File: src/rtl/uart_rx_frame_if.sv
// uart_rx_frame_if: serial line plus valid/ready frame handoff with per-frame flags
interface uart_rx_frame_if #(parameter int DATA_BITS = 8);
  logic                 serial;
  logic [DATA_BITS-1:0] trans;
  logic                 valid;
  logic                 ready;
  logic                 parity_err;
  logic                 frame_err;
  logic                 overrun;
  logic                 busy;
  modport master(input serial, ready, output trans, valid, parity_err, frame_err, overrun, busy);
  modport slave(output serial, ready, input trans, valid, parity_err, frame_err, overrun, busy);
endinterface

File: src/rtl/uart_rx_frame.sv
// uart_rx_frame: oversampling UART receiver with parity/stop options and a valid/ready frame output
module uart_rx_frame #(
  parameter int CLKS_PER_BIT = 16,
  parameter int DATA_BITS    = 8,
  parameter int PARITY_EN    = 1,
  parameter int PARITY_ODD   = 0,
  parameter int STOP_BITS    = 1
) (
  input logic             clk,
  input logic             rst_n,
  uart_rx_frame_if.master bus
);
  localparam int CW = $clog2(CLKS_PER_BIT);
  localparam int BW = $clog2(DATA_BITS + 1);
  localparam logic [CW-1:0] HALF = CW'(CLKS_PER_BIT / 2 - 1);
  localparam logic [CW-1:0] FULL = CW'(CLKS_PER_BIT - 1);
  localparam logic [BW-1:0] LAST_D = BW'(DATA_BITS - 1);
  localparam logic [BW-1:0] LAST_S = BW'(STOP_BITS - 1);
  typedef enum logic [2:0] {IDLE, START, DATA, PARITY, STOP} state_t;
  state_t               r_state, w_next;
  logic [1:0]           r_sync;
  logic                 r_prev;
  logic [CW-1:0]        r_clk;
  logic [BW-1:0]        r_bit;
  logic [DATA_BITS-1:0] r_shift, r_trans;
  logic                 r_par, r_perr, r_ferr;
  logic                 r_valid, r_perr_o, r_ferr_o, r_ovr;
  logic                 w_rx, w_tick, w_last, w_load;
  assign w_rx = r_sync[1];
  always_ff @(posedge clk) r_state <= !rst_n ? IDLE : w_next;
  always_comb begin
    w_next = r_state;
    w_tick = r_clk == (r_state == START ? HALF : FULL);
    w_last = r_bit == (r_state == DATA ? LAST_D : LAST_S);
    w_load = 1'b0;
    case (r_state)
      IDLE:    if (r_prev && !w_rx) w_next = START;
      START:   if (w_tick) w_next = w_rx ? IDLE : DATA;
      DATA:    if (w_tick && w_last) w_next = PARITY_EN != 0 ? PARITY : STOP;
      PARITY:  if (w_tick) w_next = STOP;
      STOP:    if (w_tick && w_last) begin
        w_next = IDLE;
        w_load = 1'b1;
      end
      default: w_next = IDLE;
    endcase
  end
  // counters restart on every state entry; candidates clear while idle
  always_ff @(posedge clk) begin
    if (!rst_n) begin
      r_sync   <= 2'b11;
      r_prev   <= 1'b1;
      r_clk    <= '0;
      r_bit    <= '0;
      r_shift  <= '0;
      r_par    <= 1'b0;
      r_perr   <= 1'b0;
      r_ferr   <= 1'b0;
      r_trans  <= '0;
      r_valid  <= 1'b0;
      r_perr_o <= 1'b0;
      r_ferr_o <= 1'b0;
      r_ovr    <= 1'b0;
    end else begin
      r_sync <= {r_sync[0], bus.serial};
      r_prev <= w_rx;
      r_clk  <= (r_state == IDLE || w_tick || r_state != w_next) ? '0 : r_clk + CW'(1);
      r_bit  <= r_state != w_next ? '0 : (w_tick ? r_bit + BW'(1) : r_bit);
      if (r_state == IDLE) begin
        r_par  <= 1'b0;
        r_perr <= 1'b0;
        r_ferr <= 1'b0;
      end
      if (r_state == DATA && w_tick) begin
        r_shift <= {w_rx, r_shift[DATA_BITS-1:1]};
        r_par   <= r_par ^ w_rx;
      end
      if (r_state == PARITY && w_tick) r_perr <= (w_rx ^ r_par) != 1'(PARITY_ODD);
      if (r_state == STOP && w_tick && !w_rx) r_ferr <= 1'b1;
      if (w_load) begin
        r_trans  <= r_shift;
        r_perr_o <= r_perr;
        r_ferr_o <= r_ferr | !w_rx;
        r_ovr    <= r_valid && !bus.ready;
        r_valid  <= 1'b1;
      end else if (r_valid && bus.ready) begin
        r_valid <= 1'b0;
      end
    end
  end
  assign bus.trans      = r_trans;
  assign bus.valid      = r_valid;
  assign bus.parity_err = r_perr_o;
  assign bus.frame_err  = r_ferr_o;
  assign bus.overrun    = r_ovr;
  assign bus.busy       = r_state != IDLE;
endmodule
File: src/flat_wrapper.sv
// flat-port wrapper written by rule: the top's interface ports become plain ports
module uart_rx_frame_flat 
#(
  parameter int CLKS_PER_BIT = 16,
  parameter int DATA_BITS    = 8,
  parameter int PARITY_EN    = 1,
  parameter int PARITY_ODD   = 0,
  parameter int STOP_BITS    = 1
)
  (clk, rst_n, bus_serial, bus_ready, bus_trans, bus_valid, bus_parity_err, bus_frame_err, bus_overrun, bus_busy);
  uart_rx_frame_if #(.DATA_BITS(DATA_BITS)) bus_i ();
  input logic clk;
  input logic rst_n;
  input wire logic [$bits(bus_i.serial)-1:0] bus_serial;
  input wire logic [$bits(bus_i.ready)-1:0] bus_ready;
  output wire logic [$bits(bus_i.trans)-1:0] bus_trans;
  output wire logic [$bits(bus_i.valid)-1:0] bus_valid;
  output wire logic [$bits(bus_i.parity_err)-1:0] bus_parity_err;
  output wire logic [$bits(bus_i.frame_err)-1:0] bus_frame_err;
  output wire logic [$bits(bus_i.overrun)-1:0] bus_overrun;
  output wire logic [$bits(bus_i.busy)-1:0] bus_busy;
  assign bus_i.serial = bus_serial;
  assign bus_i.ready = bus_ready;
  assign bus_trans = bus_i.trans;
  assign bus_valid = bus_i.valid;
  assign bus_parity_err = bus_i.parity_err;
  assign bus_frame_err = bus_i.frame_err;
  assign bus_overrun = bus_i.overrun;
  assign bus_busy = bus_i.busy;
  uart_rx_frame #(.CLKS_PER_BIT(CLKS_PER_BIT), .DATA_BITS(DATA_BITS), .PARITY_EN(PARITY_EN), .PARITY_ODD(PARITY_ODD), .STOP_BITS(STOP_BITS)) u_core (.clk(clk), .rst_n(rst_n), .bus(bus_i));
endmodule
File: config.mk
export PLATFORM = sky130hd
export DESIGN_NAME = uart_rx_frame_flat
export DESIGN_NICKNAME = d
export VERILOG_FILES = /design/src/rtl/uart_rx_frame_if.sv /design/src/rtl/uart_rx_frame.sv /design/src/flat_wrapper.sv
export SDC_FILE = /design/constraint.sdc
export NUM_CORES = 1
export LEC_CHECK = 0
export ABC_AREA = 1
export ABC_CLOCK_PERIOD_IN_PS = 1700
export CORE_MARGIN = 2
export CORE_UTILIZATION = 54
export CTS_CLUSTER_SIZE = 20
export DETAILED_ROUTE_END_ITERATION = 7
export PLACE_DENSITY = 0.77
export SETUP_SLACK_MARGIN = 0.15
export SYNTH_ARGS = -nofsm -noshare
export SYNTH_HDL_FRONTEND = slang
export SYNTH_SLANG_ARGS = --single-unit
File: constraint.sdc
create_clock -name clk -period 1.7 [get_ports clk]
set_input_delay 0.34 -clock clk [delete_from_list [all_inputs] [get_ports clk]]
set_output_delay 0.34 -clock clk [all_outputs]
set_load 0.05 [all_outputs]
==> results.tsv, run 1 <==
metric	value	unit
status	finished with violations	
violations	negative setup slack	
clock_skew	0.01266	ns
nNetsFinal	247	
antenna_found_initial	0	
drive_gt1_share	40.91	%
design.core.area	0.002710	mm²
slew_headroom	79.09	%
synthTopCellsByArea	dfxtp_1 (49%), nor2_1 (11%), nand2_1 (7.2%)	
yosysWarnings	0	
cellLeakagePower	0.0009767	µW
ir_drop	0.0007421	V
first_pass_iters	4	
drt_iter0_markers	66	
cts_buffers	5	
whs	0.4323	ns
ioPinCount	17	
numPortBuffers	16	
slowest_stage	dfxtp_2	
drc	0	
synth_top_area_share	48.72	%
ys_seq_area_share	48.72	%
root_buffer	clkbuf_4	
clock_path_buffers	2	
r2r_cells	11	
post_drt_wl_per_cell	15.31	µm
p_per_area	738.2	mW/mm²
htreeDepth	2	
die_area	0.003256	mm²
cp.buffers_inverters	1	
drtAntennaViolNets	0	
synth_area_leader_cell	dfxtp_1	
hp-class	flop to flop	
num_rows	19	
dp.cells	247	
rr_endpoint	u_core.r_clk[0]$_SDFF_PP0_	
cts.sinks	37	
multi_input_area	867.1	µm²
cp-end-kind	flop	
final_hold_viol_count	0	
synth.avg_cell_area	7.717	µm²
die_width	57.06	µm
utilization	80.70	%
n_antenna_cell	0	
slowest_delay	0.36	ns
slew_viol_final	0	
grt_overflow_total	0	
routed_wl	4179	µm
worst_slack	-0.001831	ns
fin_crit	1.702	ns
viasPerCell	5.429	
cp_top_family	simple AND/OR/NAND/NOR gates	
r2r_start	u_core.r_clk[1]$_SDFF_PP0_	
grt_pass1_wl	6037	µm
critical_path_arrival	1.97	ns
yosysUniqueCellTypes	26	
die_h	57.06	µm
tightestPinTransition	0.3125	ns
startpoint_type	flop	
synthToLayoutAreaGrowth	43.87	%
num_vias	1482	
ff2ff_setup_slack	-0.002	ns
drv_cap	0	
syn_area	0.001520	mm²
grtUsageTotal	24.21	%
clkTransAtPathRegs	0.11	ns
fmax	587.6	MHz
syn-num-nets	203	
instances_no_fill	273	
min_delay_worst_endpoint	u_core.r_sync[1]$_SDFF_PN1_	
min_from	u_core.r_sync[0]$_SDFF_PN1_	
cp_cell_sequence	ha_4, nand2_1, inv_2, nand3_4, a21oi_4, nand2_1, nand2_1, nand2_2, nor2_4, nand3_4, nor2_1	
path_max_fanout	5	
hold_path_depth	1	
setup_viol	1	
grt_max_degree	14	
clk_latency	0.34	ns
critPathMostFrequentCell	nand2_1	
critPathRequiredTime	1.97	ns
fillers	174	
register_area	754.5	µm²
worst-setup-path-type	flop to flop	
finalCritPeriodShare	100.1	%
gp_congestion	0.8406	
cts_tree	done	
syn_inst	197	
grt_pass1_vias	1354	
dp_hpwl	2251	µm
start_util	56.09	%
ys_ff_latch	37	
rsz0062_at_grt	yes	
worst max-delay path by stage:
stage          depth (start not counted)                          from                          endpoint
2_1_floorplan                          9  u_core.r_state[0]$_SDFF_PN0_        u_core.r_clk[0]$_SDFF_PP0_
3_3_place_gp                          10    u_core.r_clk[0]$_SDFF_PP0_  u_core.bus.trans[6]$_SDFFE_PN0P_
3_5_place_dp                          10    u_core.r_clk[0]$_SDFF_PP0_  u_core.bus.trans[1]$_SDFFE_PN0P_
4_1_cts                               11  u_core.r_state[2]$_SDFF_PN0_        u_core.r_clk[3]$_SDFF_PP0_
5_1_grt                               11    u_core.r_clk[1]$_SDFF_PP0_        u_core.r_clk[1]$_SDFF_PP0_
6_report                              11    u_core.r_clk[1]$_SDFF_PP0_        u_core.r_clk[0]$_SDFF_PP0_
cell type report:
class,count,area share [%]
timing repair inverter,1,0.2860
tap,31,1.773
sequential,37,34.50
clock inverter,1,1.373
clock buffer,7,2.517
multi-input combinational,138,39.65
timing repair buffer,40,16.02
inverter,18,3.890
cell families after synthesis:
| family | Yosys count | synth area share (%) |
|---|---|---|
| flip-flops | 37 | 48.72 |
| XOR/XNOR | 6 | 3.457 |
| buffers and inverters | 22 | 5.760 |
| AND/OR/NAND/NOR | 98 | 29.38 |
| AO/OA/AOI/OAI | 32 | 11.03 |
| adder cells (fa/ha/maj) | 2 | 1.646 |
stage by stage:
step	setup TNS (ns)	instance area, µm²	total power [µW]	setup WS (ns)
after floorplan	0	1523	937.6	0.1687
final	-0.001831	2187	1615	-0.001831
after CTS	0	1987	1603	0.08551
after detailed placement	-0.06281	1734	969.1	-0.02078
after global placement	0	1734	966.5	0.03666
after global routing	-0.5673	2187	1658	-0.09800
layout by cell type, fill, tap and decap left out, types with 3 or more instances in the layout:
cell,Yosys,layout
nand2_1,29,23
and3_1,4,4
xor2_1,4,4
inv_1,14,12
nand2_2,2,6
nor2_1,46,34
nand3_1,7,5
clkdlybuf4s50_1,0,3
nor2_2,2,8
dfxtp_4,0,3
a31oi_1,3,3
dfxtp_1,37,32
a21oi_1,7,7
nand3_4,1,4
buf_6,0,8
o21ai_2,0,10
o21ai_1,9,3
inv_4,0,3
buf_4,1,28
o21ai_0,12,8
nor2_4,3,9
clkbuf_4,0,5
per-layer routing:
layer  up-vias  share of wire, %  GRT usage (%)
met5         -                 0              0
met4         0               3.2          14.62
met3        14               3.7          5.669
met2        41                54          41.38
met1       710                39          27.26
li1        717                 -              -
synthesized netlist by cell type:
cell	count
o21ai_0	12
nor2_2	2
nand3_1	7
o21ai_1	9
ha_1	2
nand3_4	1
nand4_1	1
nor2_1	46
inv_1	14
buf_4	1
nand2_1	29
nand2_2	2
xor2_1	4
nor2_4	3
a21oi_2	1
a31oi_1	3
buf_2	1
dfxtp_1	37
inv_2	4
or2_2	2
and3_1	4
buf_1	1
nand3_2	1
a21oi_1	7
xnor2_1	2
clkbuf_1	1
flip-flops by register name, summed over array words and instances, names as in the netlist:
name	cells
u_core.bus.frame_err	1
u_core.bus.overrun	1
u_core.bus.parity_err	1
u_core.bus.trans	8
u_core.bus.valid	1
u_core.r_bit	4
u_core.r_clk	4
u_core.r_ferr	1
u_core.r_par	1
u_core.r_perr	1
u_core.r_prev	1
u_core.r_shift	8
u_core.r_state	3
u_core.r_sync	2
power breakdown:
group | switching [µW] | internal, µW
Clock | 287 | 351
Sequential | 7.59 | 868
Combinational | 59.3 | 41.8
Total | 354 | 1260
repair_timing:
| item | in CTS | in global routing |
|---|---|---|
| setup endpoints to repair | 21 | 23 |
| setup buffers | 9 | 8 |
| gates resized for setup | 30 | 43 |
| hold buffers | 0 | 0 |
| gates cloned | 0 | 1 |
| pin swaps | 13 | 21 |
No activity file was read; power rests on OpenSTA's default activity.
==> inputs of run 2 (changes only) <==
--- a/config.mk
+++ b/config.mk
@@ -6,7 +6,6 @@
 export NUM_CORES = 1
 export LEC_CHECK = 0
 export ABC_AREA = 1
-export ABC_CLOCK_PERIOD_IN_PS = 1700
 export CORE_MARGIN = 2
 export CORE_UTILIZATION = 54
 export CTS_CLUSTER_SIZE = 20
==> results of run 2 <==
Final layout, timing and power as in run 1 (identical DEF).
